===== src/rtl/muldiv_pkg.sv =====
// Shared definitions for the iterative RV32M multiply/divide sequencer:
// funct3 codes, FSM state encoding and the architectural special-case constants.
package muldiv_pkg;

    localparam int XLEN = 32;

    localparam logic [2:0] F3_MUL    = 3'b000;
    localparam logic [2:0] F3_MULH   = 3'b001;
    localparam logic [2:0] F3_MULHSU = 3'b010;
    localparam logic [2:0] F3_MULHU  = 3'b011;
    localparam logic [2:0] F3_DIV    = 3'b100;
    localparam logic [2:0] F3_DIVU   = 3'b101;
    localparam logic [2:0] F3_REM    = 3'b110;
    localparam logic [2:0] F3_REMU   = 3'b111;

    typedef enum logic [2:0] {
        S_IDLE = 3'd0,
        S_PREP = 3'd1,
        S_MUL  = 3'd2,
        S_DIV  = 3'd3,
        S_FIX  = 3'd4,
        S_DONE = 3'd5
    } state_t;

    localparam logic [XLEN-1:0] DIV0_Q  = 32'hFFFF_FFFF;
    localparam logic [XLEN-1:0] INT_MIN = 32'h8000_0000;

    // Magnitude of a value that is only treated as signed when sgn is set.
    function automatic logic [XLEN-1:0] abs_val(input logic [XLEN-1:0] v, input logic sgn);
        logic signed [XLEN-1:0] s;
        s = v;
        return (sgn && s < 0) ? XLEN'(-s) : v;
    endfunction

endpackage


===== src/rtl/muldiv_if.sv =====
// Issue/result bundle between the execute stage and the multiply/divide sequencer.
interface muldiv_if;
    import muldiv_pkg::*;

    logic            start;
    logic [2:0]      funct3;
    logic [XLEN-1:0] rs1;
    logic [XLEN-1:0] rs2;
    logic            flush;
    logic            busy;
    logic            stall;
    logic            done;
    logic [XLEN-1:0] result;

    modport master (
        output start, funct3, rs1, rs2, flush,
        input  busy, stall, done, result
    );

    modport slave (
        input  start, funct3, rs1, rs2, flush,
        output busy, stall, done, result
    );

endinterface


===== src/rtl/muldiv_step.sv =====
// One combinational iteration of the unsigned shift-add multiply or
// restoring shift-subtract divide on a {hi, lo} accumulator pair.
module muldiv_step
    import muldiv_pkg::*;
(
    input  logic            mode,
    input  logic [XLEN-1:0] acc_hi,
    input  logic [XLEN-1:0] acc_lo,
    input  logic [XLEN-1:0] operand,
    output logic [XLEN-1:0] nxt_hi,
    output logic [XLEN-1:0] nxt_lo
);

    logic [XLEN:0] sum;
    logic [XLEN:0] rem;
    logic [XLEN:0] diff;

    // mode 0: lo holds the remaining multiplier bits, hi the partial product.
    // mode 1: lo holds dividend bits becoming quotient, hi the partial remainder.
    always_comb begin
        sum  = {1'b0, acc_hi} + (acc_lo[0] ? {1'b0, operand} : '0);
        rem  = {acc_hi, acc_lo[XLEN-1]};
        diff = rem - {1'b0, operand};
        if (!mode) begin
            nxt_hi = sum[XLEN:1];
            nxt_lo = {sum[0], acc_lo[XLEN-1:1]};
        end else if (!diff[XLEN]) begin
            nxt_hi = diff[XLEN-1:0];
            nxt_lo = {acc_lo[XLEN-2:0], 1'b1};
        end else begin
            nxt_hi = rem[XLEN-1:0];
            nxt_lo = {acc_lo[XLEN-2:0], 1'b0};
        end
    end

endmodule


===== src/rtl/muldiv_seq.sv =====
// Iterative RV32M multiply/divide sequencer: sign-magnitude operands, a
// 32-step unsigned core loop, then a sign fix-up and word select.
module muldiv_seq
    import muldiv_pkg::*;
#(
    parameter int DATA_W = XLEN
) (
    input logic     clk,
    input logic     rst,
    muldiv_if.slave bus
);

    state_t          state;
    state_t          state_nxt;

    logic [2:0]      f3_q;
    logic [XLEN-1:0] a_q;
    logic [XLEN-1:0] b_q;
    logic            a_sgn_q;
    logic            b_sgn_q;
    logic            neg_q;
    logic [XLEN-1:0] acc_hi;
    logic [XLEN-1:0] acc_lo;
    logic [XLEN-1:0] opnd;
    logic [4:0]      cnt;
    logic [XLEN-1:0] result_q;

    logic [XLEN-1:0] step_hi;
    logic [XLEN-1:0] step_lo;
    logic [XLEN-1:0] abs_a;
    logic [XLEN-1:0] abs_b;
    logic            neg_c;
    logic            is_div;
    logic            is_rem;
    logic            div0;
    logic            ovf;
    logic            special;
    logic [XLEN-1:0] special_val;
    logic [XLEN-1:0] fix_val;
    logic signed [2*XLEN-1:0] prod_s;
    logic signed [2*XLEN-1:0] prod_fix;
    logic            busy_c;
    logic            stall_c;
    logic            done_c;

    logic unused_ok;
    assign unused_ok = (DATA_W == XLEN);

    muldiv_step u_step (
        .mode    (state == S_DIV),
        .acc_hi  (acc_hi),
        .acc_lo  (acc_lo),
        .operand (opnd),
        .nxt_hi  (step_hi),
        .nxt_lo  (step_lo)
    );

    // Operand preparation and special-case detection, valid while in PREP.
    always_comb begin
        is_div  = f3_q[2];
        is_rem  = f3_q[2] & f3_q[1];
        abs_a   = abs_val(a_q, a_sgn_q);
        abs_b   = abs_val(b_q, b_sgn_q);
        neg_c   = is_rem ? (a_sgn_q & a_q[XLEN-1])
                         : ((a_sgn_q & a_q[XLEN-1]) ^ (b_sgn_q & b_q[XLEN-1]));
        div0    = is_div && (b_q == '0);
        ovf     = is_div && !f3_q[0] && (a_q == INT_MIN) && (b_q == '1);
        special = div0 | ovf;
        if (div0) begin
            special_val = is_rem ? a_q : DIV0_Q;
        end else begin
            special_val = is_rem ? '0 : INT_MIN;
        end
    end

    // Sign fix-up and result word select, valid while in FIX.
    always_comb begin
        prod_s   = {acc_hi, acc_lo};
        prod_fix = neg_q ? -prod_s : prod_s;
        if (!f3_q[2]) begin
            fix_val = (f3_q == F3_MUL) ? prod_fix[XLEN-1:0] : prod_fix[2*XLEN-1:XLEN];
        end else if (f3_q[1]) begin
            fix_val = neg_q ? (~acc_hi + 1'b1) : acc_hi;
        end else begin
            fix_val = neg_q ? (~acc_lo + 1'b1) : acc_lo;
        end
    end

    always_ff @(posedge clk or posedge rst) begin
        if (rst) begin
            state <= S_IDLE;
        end else begin
            state <= state_nxt;
        end
    end

    always_comb begin
        state_nxt = state;
        busy_c    = 1'b0;
        stall_c   = 1'b0;
        done_c    = 1'b0;
        unique case (state)
            S_IDLE: begin
                stall_c = bus.start;
                if (bus.start) state_nxt = S_PREP;
            end
            S_PREP: begin
                busy_c    = 1'b1;
                stall_c   = 1'b1;
                state_nxt = special ? S_DONE : (f3_q[2] ? S_DIV : S_MUL);
            end
            S_MUL, S_DIV: begin
                busy_c  = 1'b1;
                stall_c = 1'b1;
                if (cnt == 5'd31) state_nxt = S_FIX;
            end
            S_FIX: begin
                busy_c    = 1'b1;
                stall_c   = 1'b1;
                state_nxt = S_DONE;
            end
            S_DONE: begin
                busy_c    = 1'b1;
                done_c    = 1'b1;
                state_nxt = S_IDLE;
            end
            default: state_nxt = S_IDLE;
        endcase
        if (bus.flush) state_nxt = S_IDLE;
    end

    // Datapath registers; a flush freezes them so result keeps its value.
    always_ff @(posedge clk or posedge rst) begin
        if (rst) begin
            f3_q     <= '0;
            a_q      <= '0;
            b_q      <= '0;
            a_sgn_q  <= 1'b0;
            b_sgn_q  <= 1'b0;
            neg_q    <= 1'b0;
            acc_hi   <= '0;
            acc_lo   <= '0;
            opnd     <= '0;
            cnt      <= '0;
            result_q <= '0;
        end else if (!bus.flush) begin
            unique case (state)
                S_IDLE: begin
                    if (bus.start) begin
                        f3_q    <= bus.funct3;
                        a_q     <= bus.rs1;
                        b_q     <= bus.rs2;
                        a_sgn_q <= (bus.funct3 == F3_MUL) || (bus.funct3 == F3_MULH) ||
                                   (bus.funct3 == F3_MULHSU) || (bus.funct3 == F3_DIV) ||
                                   (bus.funct3 == F3_REM);
                        b_sgn_q <= (bus.funct3 == F3_MUL) || (bus.funct3 == F3_MULH) ||
                                   (bus.funct3 == F3_DIV) || (bus.funct3 == F3_REM);
                    end
                end
                S_PREP: begin
                    cnt    <= '0;
                    neg_q  <= neg_c;
                    acc_hi <= '0;
                    acc_lo <= f3_q[2] ? abs_a : abs_b;
                    opnd   <= f3_q[2] ? abs_b : abs_a;
                    if (special) result_q <= special_val;
                end
                S_MUL, S_DIV: begin
                    acc_hi <= step_hi;
                    acc_lo <= step_lo;
                    cnt    <= cnt + 5'd1;
                end
                S_FIX: result_q <= fix_val;
                default: ;
            endcase
        end
    end

    assign bus.busy   = busy_c;
    assign bus.stall  = stall_c;
    assign bus.done   = done_c;
    assign bus.result = result_q;

endmodule

===== src/flat_wrapper.sv =====
// flat-port wrapper written by rule: the top's interface ports become plain ports
module muldiv_seq_flat import muldiv_pkg::*;
#(
    parameter int DATA_W = XLEN
)
  (clk, rst, bus_start, bus_funct3, bus_rs1, bus_rs2, bus_flush, bus_busy, bus_stall, bus_done, bus_result);
  muldiv_if bus_i ();
  input logic clk;
  input logic rst;
  input wire logic [$bits(bus_i.start)-1:0] bus_start;
  input wire logic [$bits(bus_i.funct3)-1:0] bus_funct3;
  input wire logic [$bits(bus_i.rs1)-1:0] bus_rs1;
  input wire logic [$bits(bus_i.rs2)-1:0] bus_rs2;
  input wire logic [$bits(bus_i.flush)-1:0] bus_flush;
  output wire logic [$bits(bus_i.busy)-1:0] bus_busy;
  output wire logic [$bits(bus_i.stall)-1:0] bus_stall;
  output wire logic [$bits(bus_i.done)-1:0] bus_done;
  output wire logic [$bits(bus_i.result)-1:0] bus_result;
  assign bus_i.start = bus_start;
  assign bus_i.funct3 = bus_funct3;
  assign bus_i.rs1 = bus_rs1;
  assign bus_i.rs2 = bus_rs2;
  assign bus_i.flush = bus_flush;
  assign bus_busy = bus_i.busy;
  assign bus_stall = bus_i.stall;
  assign bus_done = bus_i.done;
  assign bus_result = bus_i.result;
  muldiv_seq #(.DATA_W(DATA_W)) u_core (.clk(clk), .rst(rst), .bus(bus_i));
endmodule

===== config.mk =====
export PLATFORM = sky130hd
export DESIGN_NAME = muldiv_seq_flat
export DESIGN_NICKNAME = d
export VERILOG_FILES = /design/src/rtl/muldiv_pkg.sv /design/src/rtl/muldiv_if.sv /design/src/rtl/muldiv_step.sv /design/src/rtl/muldiv_seq.sv /design/src/flat_wrapper.sv
export SDC_FILE = /design/constraint.sdc
export NUM_CORES = 1
export LEC_CHECK = 0
export BUFFER_PORTS_ARGS = -buffer_cell sky130_fd_sc_hd__buf_4
export CORE_MARGIN = 4
export CORE_UTILIZATION = 60
export DETAILED_ROUTE_END_ITERATION = 8
export PLACE_DENSITY = 0.82
export REMOVE_ABC_BUFFERS = 1
export SLEW_MARGIN = 15
export SYNTH_ARGS = -nofsm -noshare
export SYNTH_HDL_FRONTEND = slang
export SYNTH_SLANG_ARGS = --single-unit

===== constraint.sdc =====
create_clock -name clk -period 9.5 [get_ports clk]
set_input_delay 0.475 -clock clk [delete_from_list [all_inputs] [get_ports clk]]
set_output_delay 0.475 -clock clk [all_outputs]
set_load 0.1 [all_outputs]

==> results.yml <==
global_routing:
  grt_pass1_vias: 15890
  antenna_found_initial: 1
  overflow: 0
  grt_start_max_net_pins: 88
  grt_pass1_wl_mm: 89.12
  grtUsageTotal_pct: 35.67
route:
  wl_per_cell_um: 22.49
  drt_first_pass_iters: 6
  vias_per_cell: 6.655
  drc_errors: 0
  drtAntennaViolNets: 0
  vias: 16700
  drt_iter0_drc: 2125
  wl_mm: 56.44
timing:
  final-setup-viol-count: 0
  hold_viol: 8
  setup_ws_ns: 5.086
  finalSetupTns_ns: 0
  fin_crit_sh_pct: 46.46
  fmax_mhz: 226.6
  tightestPinTransition_ns: 1.203
  slew_viol_final: 0
  finalCriticalPeriod_ns: 4.414
  finClkSkew_ns: 0.01063
  rsz0062_at_grt: "false"
  fin_hold_ws_ns: -0.01603
  slew_headroom_pct: 19.52
final_layout:
  area_growth_pct: 9.970
  nets: 2258
  final_common_cell: "dfrtp_1"
  mostFrequentLayoutCells: "dfrtp_1 (203), a21oi_1 (202), nor2_1 (200), nand2_1 (200), o21ai_0 (189)"
  drive_gt1_share_pct: 12.95
  instances_no_fill: 2509
  n_antenna_cell: 0
  postLayoutCellArea_um2: 18750
  post-route-util_pct: 67.14
logic_synthesis:
  synth_cells: 2098
  ys_ff_latch: 206
  synth_edf_count: 0
  syn-cell-area_um2: 17050
  ys_seq_area_share_pct: 30.23
  ys_types: 83
  synth-main-ff-cell: "dfrtp_1"
  async_flop_share_pct: 100.0
  ys_warn_count: 0
  syn_area_per_cell_um2: 8.129
place:
  dp.cells: 2466
  dp_slack_ns: 5.184
  place_congestion: 1.004
  dp_hpwl_mm: 41.58
  postPlaceCellArea_um2: 17980
  port-buffer-count: 105
clocking:
  ctsRootBufferMaster: "clkbuf_16"
  postCtsHoldBufs: 0
  insertion_delay_ns: 0.53
  postCtsSetupBuffers: 0
  cts_made_buffers: 24
  cts_tree: "built"
  cts-resized-gates: 0
  ctsHtreeMaxLevel: 1
  clk_pin_slew_ns: 0.07
  cts_buffer_depth: 3
  cts_sinks: 206
die:
  rows: 61
  ios: 106
  die_h_um: 176.6
  die_w_um: 176.6
  core_um2: 27930
  dieArea_um2: 31180
  start_util_pct: 61.05
power_and_ir_drop:
  leakagePower_nw: 8.196
  max-vdd-ir-drop_uv: 313.2
  p_per_area_nw_per_um2: 435.6
hold_path:
  hp-class: "primary input to async pin"
run_status:
  violations: "negative hold slack"
  status: "finished, violations left"
worst_setup_path:
  slowest_delay_ns: 0.86
  crit_slowest_cell: "inv_1"
  critPathRequiredTime_ns: 9.91
  end_kind: "flop"
  start_kind: "flop"
  crit_fanout: 33
  crit_arrival_ns: 4.83
  crit_chain: "inv_1 > nor2_1 > ha_1 > a211oi_1 > o211ai_1 > a31o_2 > a2111oi_0 > o31ai_1 > a21oi_1 > xnor2_1 > a221o_1"
  criticalPathCategory: "flop to flop"
job:
  maxCapViolations: 0
metrics by stage:
stage / hold WS (ns) / power (mW)
final: -0.01603 / 8.170
after detailed placement: 0.4646 / 7.057
after floorplan: 0.4498 / 5.603
after global placement: 0.4588 / 6.929
after CTS: 0.005215 / 8.028
after global routing: 0.02675 / 8.730
Yosys cell counts (all sizes together), types with 15 or more instances:
library cell	n	area (um2)
a22oi	15	112.6
xnor2	102	893.4
mux2	74	833.3
mux2i	46	460.4
buf	24	140.1
nand2	200	750.7
a211oi	18	140.1
xor2	91	797.0
a21o	33	247.7
o221ai	19	166.4
o31ai	29	222.7
o41ai	16	147.7
o211ai	31	232.7
or4	18	150.1
nor4	18	133.9
o21ai	193	969.7
nand4	24	150.1
a21oi	203	1020
ha	71	888.4
clkbuf	115	432.9
nand3	29	145.1
dfrtp	206	5155
nor3	36	191.4
o22ai	15	93.84
a31oi	24	150.1
or3	16	100.1
nor2	200	750.7
inv	66	247.7
cell families after synthesis:
| group | after synthesis | synth area share [%] |
|---|---|---|
| buffers and inverters | 205 | 4.813 |
| flip-flops | 206 | 30.23 |
| XOR/XNOR | 193 | 9.912 |
| AO/OA/AOI/OAI | 683 | 24.95 |
| multiplexers | 120 | 7.586 |
| AND/OR/NAND/NOR | 618 | 17.07 |
| adder cells (fa/ha/maj) | 73 | 5.444 |
worst paths after layout:
check                           cells after the start           endpoint              from  slack [ns]
min in group clk                                    2      u_core.a_q[4]        bus_rs1[4]        0.17
worst min register to register                      2     u_core.opnd[7]    u_core.opnd[7]        0.48
worst max register to register                     11  u_core.acc_hi[26]  u_core.acc_lo[0]        5.09
worst min-delay path                                2      u_core.b_q[0]               rst       -0.02
worst max-delay path                               11  u_core.acc_hi[26]  u_core.acc_lo[0]        5.09
max in group asynchronous                           4    u_core.state[0]               rst        7.38
per-layer routing:
layer | part of all wire (%) | global-route usage [%] | up-vias
li1 | - | - | 7659
met1 | 40 | 48.42 | 7990
met2 | 45 | 56.68 | 922
met3 | 10 | 8.051 | 124
met4 | 3.7 | 12.15 | 2
met5 | 0.023 | 0 | -
registers in the layout (all words and copies together), names as in the netlist:
signal,flops
u_core.cnt,5
u_core.b_sgn_q,1
u_core.state,3
u_core.f3_q,3
u_core.neg_q,1
u_core.b_q,32
u_core.acc_lo,32
u_core.a_sgn_q,1
u_core.a_q,32
u_core.bus.result,32
u_core.acc_hi,32
u_core.opnd,32
critical path, delay by kind of cell (launching register included):
kind | cells | cell delay (ns)
fa+ha+maj | 1 | 0.27
compound gates | 7 | 2.51
buf+inv | 1 | 0.86
simple gates | 1 | 0.12
xor+xnor | 1 | 0.09
flops | 1 | 0.43
layout make-up:
type / count / area [um2]
clock buffer: 37 / 720.7
timing repair buffer: 129 / 968.4
clock inverter: 6 / 55.05
fill: 2376 / 9180
inverter: 66 / 255.2
sequential: 206 / 5159
tap: 378 / 473.0
multi-input combinational: 1687 / 11120
power breakdown:
group | internal (mW) | switching [mW] | leakage, nW
Combinational | 1.96 | 3.31 | 5.24
Sequential | 1.26 | 0.715 | 2.57
Clock | 0.546 | 0.381 | 0.386
Note: power is estimated with default switching activity, not from simulation.
